`config.mk`:
```
export PLATFORM = sky130hd
export DESIGN_NAME = d_debounce
export DESIGN_NICKNAME = d
export VERILOG_FILES = /design/src/rtl/d_debounce_pkg.sv /design/src/rtl/d_debounce_sync.sv /design/src/rtl/d_debounce.sv
export SDC_FILE = /design/constraint.sdc
export NUM_CORES = 1
export LEC_CHECK = 0
export BUFFER_PORTS_ARGS = -buffer_cell sky130_fd_sc_hd__buf_2
export CAP_MARGIN = 30
export CORE_AREA = 2 2 39 41
export CTS_CLUSTER_SIZE = 28
export DETAILED_ROUTE_END_ITERATION = 10
export DIE_AREA = 0 0 41 43
export PLACE_DENSITY = 0.53
export SLEW_MARGIN = 20
export SYNTH_ARGS = -nofsm -noshare
export SYNTH_HDL_FRONTEND = slang
export SYNTH_SLANG_ARGS = --single-unit
```
`constraint.sdc`:
```
create_clock -name clk -period 1.3 [get_ports clk]
set_input_delay 0.195 -clock clk [delete_from_list [all_inputs] [get_ports clk]]
set_output_delay 0.195 -clock clk [all_outputs]
set_load 0.01 [all_outputs]
```
`src/rtl/d_debounce_pkg.sv`:
```
// d_debounce_pkg: shared types and constants for the d_debounce input conditioner.
//   state_t         - FSM state encoding (IDLE: din_s matches q, CHK: candidate under test)
//   GLITCH_CNT_W    - width of the optional rejected-transition counter
//   GLITCH_CNT_MAX  - saturation value of that counter
//   sat_inc_glitch  - saturating increment helper for the glitch counter
package d_debounce_pkg;

  typedef enum logic [0:0] {
    IDLE = 1'b0,
    CHK  = 1'b1
  } state_t;

  localparam int GLITCH_CNT_W = 8;
  localparam logic [GLITCH_CNT_W-1:0] GLITCH_CNT_MAX = 8'hFF;

  // Increment that sticks at GLITCH_CNT_MAX instead of wrapping.
  function automatic logic [GLITCH_CNT_W-1:0] sat_inc_glitch(
    input logic [GLITCH_CNT_W-1:0] v
  );
    if (v == GLITCH_CNT_MAX) begin
      return v;
    end else begin
      return v + 8'd1;
    end
  endfunction

endpackage

```
`src/rtl/d_debounce_sync.sv`:
```
// sync_ff: plain flop chain that brings an asynchronous level into the clk domain.
// Ports:
//   clk_i  - sampling clock (rising edge)
//   rst_i  - asynchronous active-high reset, clears every stage to 0
//   d_i    - raw asynchronous level
//   q_o    - output of the last stage
// Parameter SYNC_STAGES (2..4) sets the chain depth. No logic sits between stages.
module sync_ff
  import d_debounce_pkg::*;
#(
  parameter int SYNC_STAGES = 2
) (
  input  logic clk_i,
  input  logic rst_i,
  input  logic d_i,
  output logic q_o
);

  logic [SYNC_STAGES-1:0] sync_q;

  // Shift the raw level through the chain, stage 0 first.
  always_ff @(posedge clk_i or posedge rst_i) begin
    if (rst_i) begin
      sync_q <= '0;
    end else begin
      sync_q <= {sync_q[SYNC_STAGES-2:0], d_i};
    end
  end

  assign q_o = sync_q[SYNC_STAGES-1];

endmodule

```
`src/rtl/d_debounce.sv`:
```
// d_debounce: synchronizes and debounces a raw level for the d_ff data input.
// Ports:
//   clk        - single clock, rising edge
//   rst        - asynchronous active-high reset
//   din        - raw asynchronous input level
//   q          - debounced registered level
//   rise       - one-cycle strobe in the cycle q first shows 1 after 0
//   fall       - one-cycle strobe in the cycle q first shows 0 after 1
//   glitch_cnt - saturating count of aborted candidate transitions
//                (only when D_DEBOUNCE_GLITCH_CNT_EN is defined)
// A new level is accepted after STABLE_CYCLES consecutive synchronized samples
// that differ from q. Optional feature macro: D_DEBOUNCE_GLITCH_CNT_EN.
module d_debounce
  import d_debounce_pkg::*;
#(
  parameter int SYNC_STAGES   = 2,
  parameter int STABLE_CYCLES = 4,
  localparam int CNT_W        = $clog2(STABLE_CYCLES + 1)
) (
  input  logic clk,
  input  logic rst,
  input  logic din,
  output logic q,
  output logic rise,
  output logic fall
`ifdef D_DEBOUNCE_GLITCH_CNT_EN
  ,
  output logic [GLITCH_CNT_W-1:0] glitch_cnt
`endif
);

  localparam logic [CNT_W-1:0] CNT_ONE  = CNT_W'(1);
  localparam logic [CNT_W-1:0] CNT_LAST = CNT_W'(STABLE_CYCLES - 1);

  logic             din_s;
  state_t           state_q, state_d;
  logic [CNT_W-1:0] cnt_q, cnt_d;
  logic             q_q, q_d;
  logic             rise_q, rise_d;
  logic             fall_q, fall_d;
`ifdef D_DEBOUNCE_GLITCH_CNT_EN
  logic [GLITCH_CNT_W-1:0] glitch_cnt_q;
  logic                    glitch_inc_s;
`endif

  sync_ff #(
    .SYNC_STAGES(SYNC_STAGES)
  ) u_sync (
    .clk_i(clk),
    .rst_i(rst),
    .d_i  (din),
    .q_o  (din_s)
  );

  // Next-state logic: the FSM only ever looks at the synchronized level.
  // With a one-bit input, "differs from q" always names the same candidate,
  // so no candidate register is kept.
  always_comb begin
    state_d = state_q;
    cnt_d   = cnt_q;
    q_d     = q_q;
    rise_d  = 1'b0;
    fall_d  = 1'b0;
`ifdef D_DEBOUNCE_GLITCH_CNT_EN
    glitch_inc_s = 1'b0;
`endif
    case (state_q)
      IDLE: begin
        if (din_s != q_q) begin
          // This edge is the first observation of the candidate.
          state_d = CHK;
          cnt_d   = CNT_ONE;
        end else begin
          cnt_d = '0;
        end
      end
      CHK: begin
        if (din_s == q_q) begin
          // Candidate vanished before enough samples: reject it.
          state_d = IDLE;
          cnt_d   = '0;
`ifdef D_DEBOUNCE_GLITCH_CNT_EN
          glitch_inc_s = 1'b1;
`endif
        end else if (cnt_q == CNT_LAST) begin
          // STABLE_CYCLES-th agreeing sample: accept the new level.
          q_d     = din_s;
          rise_d  = din_s;
          fall_d  = ~din_s;
          state_d = IDLE;
          cnt_d   = '0;
        end else begin
          cnt_d = cnt_q + CNT_ONE;
        end
      end
      default: begin
        state_d = IDLE;
        cnt_d   = '0;
      end
    endcase
  end

  // FSM, stability counter, level and strobe registers.
  always_ff @(posedge clk or posedge rst) begin
    if (rst) begin
      state_q <= IDLE;
      cnt_q   <= '0;
      q_q     <= 1'b0;
      rise_q  <= 1'b0;
      fall_q  <= 1'b0;
    end else begin
      state_q <= state_d;
      cnt_q   <= cnt_d;
      q_q     <= q_d;
      rise_q  <= rise_d;
      fall_q  <= fall_d;
    end
  end

`ifdef D_DEBOUNCE_GLITCH_CNT_EN
  // Saturating count of rejected transitions; a reset during CHK is not a glitch.
  always_ff @(posedge clk or posedge rst) begin
    if (rst) begin
      glitch_cnt_q <= '0;
    end else if (glitch_inc_s) begin
      glitch_cnt_q <= sat_inc_glitch(glitch_cnt_q);
    end else begin
      glitch_cnt_q <= glitch_cnt_q;
    end
  end

  assign glitch_cnt = glitch_cnt_q;
`endif

  assign q    = q_q;
  assign rise = rise_q;
  assign fall = fall_q;

endmodule

```
== After elaboration in Yosys (flattened, before gate mapping) ==
Index checks and enable logic that the tools add are counted.
Operators by class
  bitwise gates (word level): 3
  multiplexer cells: 14
  reductions and logical operators: 1
  add/sub/neg operators: 1
  equal/unequal tests: 3
Operators with widths (number)
  $mux W1: 10
  $mux W3: 2
  $pmux W3 S2: 1
  $add A3 B1 Y3 const B: 1
  $eq A3 B2 Y1 const B: 1
  $not A1 Y1: 3
  $reduce_and A3 Y1: 1
  $pmux W1 S2: 1
  $eq A1 B1 Y1: 1
  $ne A1 B1 Y1: 1
Storage, ports and cells
  flip-flop bits (word level): 9
  logic and storage cells: 28
  output and inout bits: 3
  bits of input ports: 3

== Depth between registers and ports, before layout ==
Gate-level depths: netlist of the first run.
  depth after elaboration: 4
  depth in mapped cells: 4
  depth with buffers taken out: 4

== Hierarchy ==
Synthesis of the first run repeated with hierarchy kept, for this count alone.
Second synthesis, totals
  cell total of the unflattened synthesis: 24
  area total of the unflattened synthesis: 350.3 sq um
By module, submodules not included
  d_debounce: area an instance 296.5 sq um, times used 1, cells each 21, sequential area each 175.2 sq um
  sync_ff: area an instance 53.8 sq um, times used 1, cells each 3, sequential area each 50.0 sq um

== Worst setup path before layout of the first run ==
No wires, ideal clock.
  path type: reg-to-reg
  from: reg cnt_q[0]
  to: reg q_q (netlist: q)
  setup slack: 0.068 ns
  path buffers: 0
  cell stages (with the launch flop): 5
  data required time: 1.175 ns
  data arrival time: 1.107 ns
  path through: dfrtp_1 ha_1 nor2b_4 nand2_1 mux2_2
Between the ends
  cells in the longest elaborated chain, start to end: 2
Ends and longest elaborated chain
  start: declaration: RTL line d_debounce.sv:37  | logic [CNT_W-1:0] cnt_q, cnt_d;
  start signal: assignment: RTL line d_debounce.sv:113  | cnt_q <= cnt_d;
  $eq A3 B2 Y1: RTL line d_debounce.sv:85  | end else if (cnt_q == CNT_LAST) begin
  $reduce_and A3 Y1 (no source line)
  end signal: assignment: RTL line d_debounce.sv:114  | q_q <= q_d;
  end: declaration: RTL line d_debounce.sv:38  | logic q_q, q_d;
No other way between the ends.
A chain may end at the register's enable or synchronous reset.

== Final worst setup path of the first run ==
Ends and elaborated chain as after synthesis.

==> impl_metrics.json, run 1 <==
{
  "diodes": 0,
  "rsz0062_at_grt": "no",
  "htreeDepth": 1,
  "final.min_clock_period_ns": 1.24,
  "end_kind": "register",
  "grt_max_degree": 10,
  "relSlewSlack_pct": 77.9,
  "clkSlewWorstSetupHoldPaths_ns": 0.06,
  "antenna_found_initial": 0,
  "netlist_instances": 23,
  "yosys-top-cells-area": "dfrtp_1, nor3b_1, and2_2, nor2b_4, ha_1",
  "drtAntennaViolNets": 0,
  "nFillCells": 140,
  "die_height_um": 43,
  "grt.total_usage_pct": 9.45,
  "leakage_nw": 0.203,
  "start_util_pct": 24.1,
  "drtPass1Iterations": 3,
  "ys_seq_elements": 9,
  "vias": 200,
  "place_congestion": 0.635,
  "hold_viol": 0,
  "grt_pass1_vias": 259,
  "chipWidth_um": 41,
  "start_kind": "register",
  "syn_avg_cell_area_um2": 14.5,
  "ys_warn_count": 0,
  "io_buffers": 5,
  "drt_iter0_drc": 7,
  "die-area_um2": 1760,
  "maxSlewViolCount": 0,
  "cts-root-buf": "clkbuf_4",
  "power_w": 0.000798,
  "crit_arrival_ns": 1.38,
  "areaGrowthSynthToFinish_pct": 28.9,
  "fmax_mhz": 807,
  "worstMarginPinSlew_ns": 0.332,
  "cts_sinks": 9,
  "period_share_pct": 95.3,
  "setup_tns_ns": 0,
  "drc": 0,
  "boundaryPins": 6,
  "synth.distinct_cells": 10,
  "crit_type": "reg2reg",
  "finClkSkew_ns": 0.000665,
  "core.rowCount": 14,
  "setup_viol": 0,
  "grt_overflow_total": 0,
  "nNetsFinal": 39,
  "yosysTopAreaCell": "dfrtp_1",
  "syn_nets": 27,
  "status": "finished, final reports clean",
  "grt_pass1_wl_um": 1050,
  "cap_violations": 0,
  "viasPerCell": 4.00,
  "synth_top_area_share_pct": 67.7,
  "critPathRequiredTime_ns": 1.44,
  "cts_setup_buffers": 0,
  "tritoncts": "yes",
  "cts_buffers": 3,
  "cts_buffer_depth": 2,
  "dpl.hpwl_um": 412,
  "wl_per_cell_um": 11.0,
  "hold_class": "in2reg",
  "drive_gt1_share_pct": 44.1,
  "critPathMaxFanout": 3,
  "finalWirelength_um": 549,
  "ir_drop_mv": 0.564,
  "insertion_delay_ns": 0.26,
  "coreArea_um2": 1380,
  "power_density_nw_per_um2": 1860,
  "synth_area_um2": 333,
  "ys_seq_area_share_pct": 67.7
}
-- layer usage --
layer  global-route usage, %  routed length [um]
met1                    11.7                 254
met2                    13.4                 281
met3                    1.57                  13
met4                    8.00                   0
met5                       0                   0
-- synthesized netlist by cell type, drive strengths merged --
master and instances:
and2 2, nor3b 4, inv 1, mux2 1, nor2b 1, ha 1
nand2 2, o21ai 1, dfrtp 9, xor2 1
-- critical path, stage by stage, from the launching register on --
cell and delay, ns:
dfrtp_1 0.38, ha_2 0.19, nor2b_4 0.13, nand2_1 0.09
mux2_2 0.33
-- state kept, by name, indices dropped and copies added (netlist names) --
| name | cells |
|---|---|
| q | 1 |
| u_sync.sync_q | 2 |
| rise | 1 |
| state_q | 1 |
| cnt_q | 3 |
| fall | 1 |
-- worst paths after layout --
check                                            from                         end  slack (ns)  cells after the start
hold / removal                                    din  u_sync.sync_q[0]$_DFF_PP0_        0.04                      1
setup reg to reg                   cnt_q[0]$_DFF_PP0_               q$_DFFE_PP0P_        0.06                      4
hold reg to reg            u_sync.sync_q[0]$_DFF_PP0_  u_sync.sync_q[1]$_DFF_PP0_        0.35                      0
min in group asynchronous                         rst           state_q$_DFF_PP0_        0.43                      3
setup / recovery                   cnt_q[0]$_DFF_PP0_               q$_DFFE_PP0P_        0.06                      4
max in group asynchronous                         rst          cnt_q[0]$_DFF_PP0_        0.63                      3
-- cells by family (layout without fill, tap and decap cells) --
logic type	count (synthesis)	in the layout	share of synthesized area (%)
AOI/OAI and AO/OA	1	1	1.50
xor gates and xnor gates	1	1	2.63
adders and majority gates	1	1	3.76
buffers and inverters	1	12	1.13
DFF	9	9	67.7
muxes	1	1	3.38
and+or+nand+nor	9	9	19.9
-- area by class of cell --
class	instances	area (um2)	share of cell area [%]
flip-flops and latches	9	225	52.5
inverters	1	3.75	0.875
well taps	16	20.0	4.66
multi-input cells	13	111	25.9
clock buffers	4	26.3	6.12
repair buffers	7	42.5	9.91
-- where the power goes --
group | internal (W) | switching, W
sequential | 0.000347 | 0.0000441
clock | 0.000118 | 0.0000963
combinational | 0.000112 | 0.0000810
-- repair_timing --
| action | in CTS | in global routing |
|---|---|---|
| hold buffers | 1 | 0 |
| setup endpoints to repair | 0 | 2 |
| resized for setup | 0 | 2 |
| hold endpoints to repair | 9 | 0 |
-- through the flow --
stage | setup WS (ns) | instances | area (um2) | utilization, % | hold slack, ns
finish | 0.0609 | 50 | 429 | 31.0 | 0.0392
global route | 0.00739 | 50 | 429 | 31.0 | 0.0275
detailed placement | 0.0161 | 45 | 385 | 27.8 | 0.172
global placement | 0.0568 | 45 | 385 | 27.8 | 0.155
CTS | 0.0131 | 50 | 422 | 30.5 | 0.0328
floorplan | 0.0683 | 23 | 333 | - | 0.0229
-- cells in the final DEF, fill, tap and decap left out --
cell type,Yosys,routed
dfrtp_1,9,9
dlygate4sd3_1,0,1
and2_2,2,2
nor3b_2,0,1
inv_1,1,1
xor2_1,1,1
clkbuf_4,0,3
o21ai_0,1,1
mux2_2,1,1
ha_2,0,1
nor3b_1,4,3
nand2_1,2,2
clkbuf_1,0,1
buf_4,0,1
nor2b_4,1,1
buf_2,0,5
Note: power is estimated with default switching activity, not from simulation.
==> run 2, diff against run 1 <==
--- a/config.mk
+++ b/config.mk
@@ -12,4 +12,5 @@
 export DETAILED_ROUTE_END_ITERATION = 10
 export DIE_AREA = 0 0 41 43
+export MAX_ROUTING_LAYER = met4
 export PLACE_DENSITY = 0.53
 export SLEW_MARGIN = 20
==> constraint.sdc (replaced) <==
create_clock -name clk -period 1.3 [get_ports clk]
set_input_delay 0.13 -clock clk [delete_from_list [all_inputs] [get_ports clk]]
set_output_delay 0.13 -clock clk [all_outputs]
set_load 0.01 [all_outputs]
==> impl_metrics.json, run 2 (synthesis gave the netlist of run 1 again) <==
{
  "status": "finished, final reports clean",
  "fmax_mhz": 807,
  "nNetsFinal": 40,
  "fin_cells": 51,
  "start_kind": "register",
  "largest_register_ff_count": 3,
  "min_delay_worst_endpoint": "u_sync.sync_q[1]$_DFF_PP0_",
  "critPathMaxFanout": 3,
  "cts_buffers": 3,
  "end_kind": "register",
  "reg2reg_depth": 4,
  "coreArea_um2": 1380,
  "diodes": 0,
  "reg_top3": "cnt_q (3), u_sync.sync_q (2)",
  "place_congestion": 0.640,
  "cap_violations": 0,
  "setup_tns_ns": 0,
  "core.rowCount": 14,
  "hp-start": "u_sync.sync_q[0]$_DFF_PP0_",
  "max_flop_register": "cnt_q",
  "cts_sinks": 9,
  "htreeDepth": 1,
  "boundaryPins": 6,
  "hold_class": "reg2reg",
  "setup_viol": 0,
  "period_share_pct": 95.3,
  "start_util_pct": 24.1,
  "critPathRequiredTime_ns": 1.44,
  "drt_iter0_drc": 7,
  "die-area_um2": 1760,
  "vias": 204,
  "grt_pass1_vias": 271,
  "worstMarginPinSlew_ns": 0.332,
  "ir_drop_mv": 0.564,
  "mostFrequentLayoutCells": "dfrtp_1, buf_2, nor3b_1, clkbuf_4",
  "wl_per_cell_um": 10.9,
  "tritoncts": "yes",
  "nFillCells": 139,
  "final_util_pct": 31.7,
  "crit_type": "reg2reg",
  "r2r-end": "q$_DFFE_PP0P_",
  "grt_overflow_total": 0,
  "drtPass1Iterations": 3,
  "maxSlewViolCount": 0,
  "reg2reg_from": "cnt_q[0]$_DFF_PP0_",
  "hold_depth": 0,
  "cts_buffer_depth": 2,
  "drive_gt1_share_pct": 42.9,
  "finClkSkew_ns": 0.000665,
  "die_height_um": 43,
  "areaGrowthSynthToFinish_pct": 32.0,
  "grt_max_degree": 10,
  "hold_viol": 0,
  "rsz0062_at_grt": "no",
  "io_buffers": 5,
  "dpl.hpwl_um": 412,
  "drtAntennaViolNets": 0,
  "grt.total_usage_pct": 9.90,
  "cts-root-buf": "clkbuf_4",
  "layout_commonest_cell": "dfrtp_1",
  "power_density_nw_per_um2": 1820,
  "cts_setup_buffers": 0,
  "drc": 0,
  "r2r_slack_ns": 0.06,
  "relSlewSlack_pct": 77.9,
  "viasPerCell": 4.00,
  "crit_arrival_ns": 1.38,
  "grt_pass1_wl_um": 1080,
  "insertion_delay_ns": 0.26,
  "placed_cells": 45,
  "clkSlewWorstSetupHoldPaths_ns": 0.06,
  "antenna_found_initial": 0,
  "final.min_clock_period_ns": 1.24,
  "chipWidth_um": 41,
  "leakage_nw": 0.207,
  "finalWirelength_um": 556
}
[run 2: cell types whose count changed in the layout (fill, tap and decap cells not counted)]
cell	delta
dlygate4sd3_1	+1
[run 2: layout make-up]
class	count	area, um2	share of cell area, %
repair buffers	8	52.6	12.0
well taps	16	20.0	4.56
clock buffers	4	26.3	5.98
inverters	1	3.75	0.855
flip-flops and latches	9	225	51.3
multi-input cells	13	111	25.4
[run 2: stage by stage]
step                      setup slack [ns]  hold slack, ns  cell area, um2  power, W
after CTS                           0.0131           0.355             432  0.000807
after global placement              0.0568          0.0901             385  0.000572
after global routing               0.00739           0.368             439  0.000874
after floorplan                     0.0683         -0.0421             333  0.000526
after detailed placement            0.0161           0.107             385  0.000583
final                               0.0609           0.353             439  0.000800
[run 2: worst max-delay path: stages (launching register included)]
cell and delay [ns]:
dfrtp_1 0.38, ha_2 0.19, nor2b_4 0.13, nand2_1 0.09, mux2_2 0.33
[run 2: timing repair]
item	CTS	global route
hold endpoints to repair	10	0
hold buffers	2	0
resized for setup	0	2
setup endpoints to repair	0	2
[run 2: where the power goes]
| group | leakage (nW) | total (W) | switching, W | internal (W) |
|---|---|---|---|---|
| Clock | 0.0150 | 0.000215 | 0.0000963 | 0.000118 |
| Sequential | 0.115 | 0.000391 | 0.0000441 | 0.000347 |
| Combinational | 0.0771 | 0.000195 | 0.0000813 | 0.000114 |
[run 2: metal layers]
layer / part of all wire (%) / track usage, % / up-vias
li1: - / - / 99
met1: 46 / 11.7 / 100
met2: 51 / 14.1 / 5
met3: 2.2 / 1.57 / 0
met4: 0 / 8.00 / 0
met5: 0 / - / -
[run 2: worst max path at each step]
stage	end	cells past startpoint	slack, ns	start
floorplan	q$_DFFE_PP0P_	4	0.07	cnt_q[0]$_DFF_PP0_
global placement	q$_DFFE_PP0P_	4	0.06	cnt_q[0]$_DFF_PP0_
detailed placement	fall$_DFF_PP0_	5	0.02	cnt_q[0]$_DFF_PP0_
CTS	fall$_DFF_PP0_	5	0.01	cnt_q[0]$_DFF_PP0_
global route	q$_DFFE_PP0P_	4	0.007	cnt_q[0]$_DFF_PP0_
finish	q$_DFFE_PP0P_	4	0.06	cnt_q[0]$_DFF_PP0_
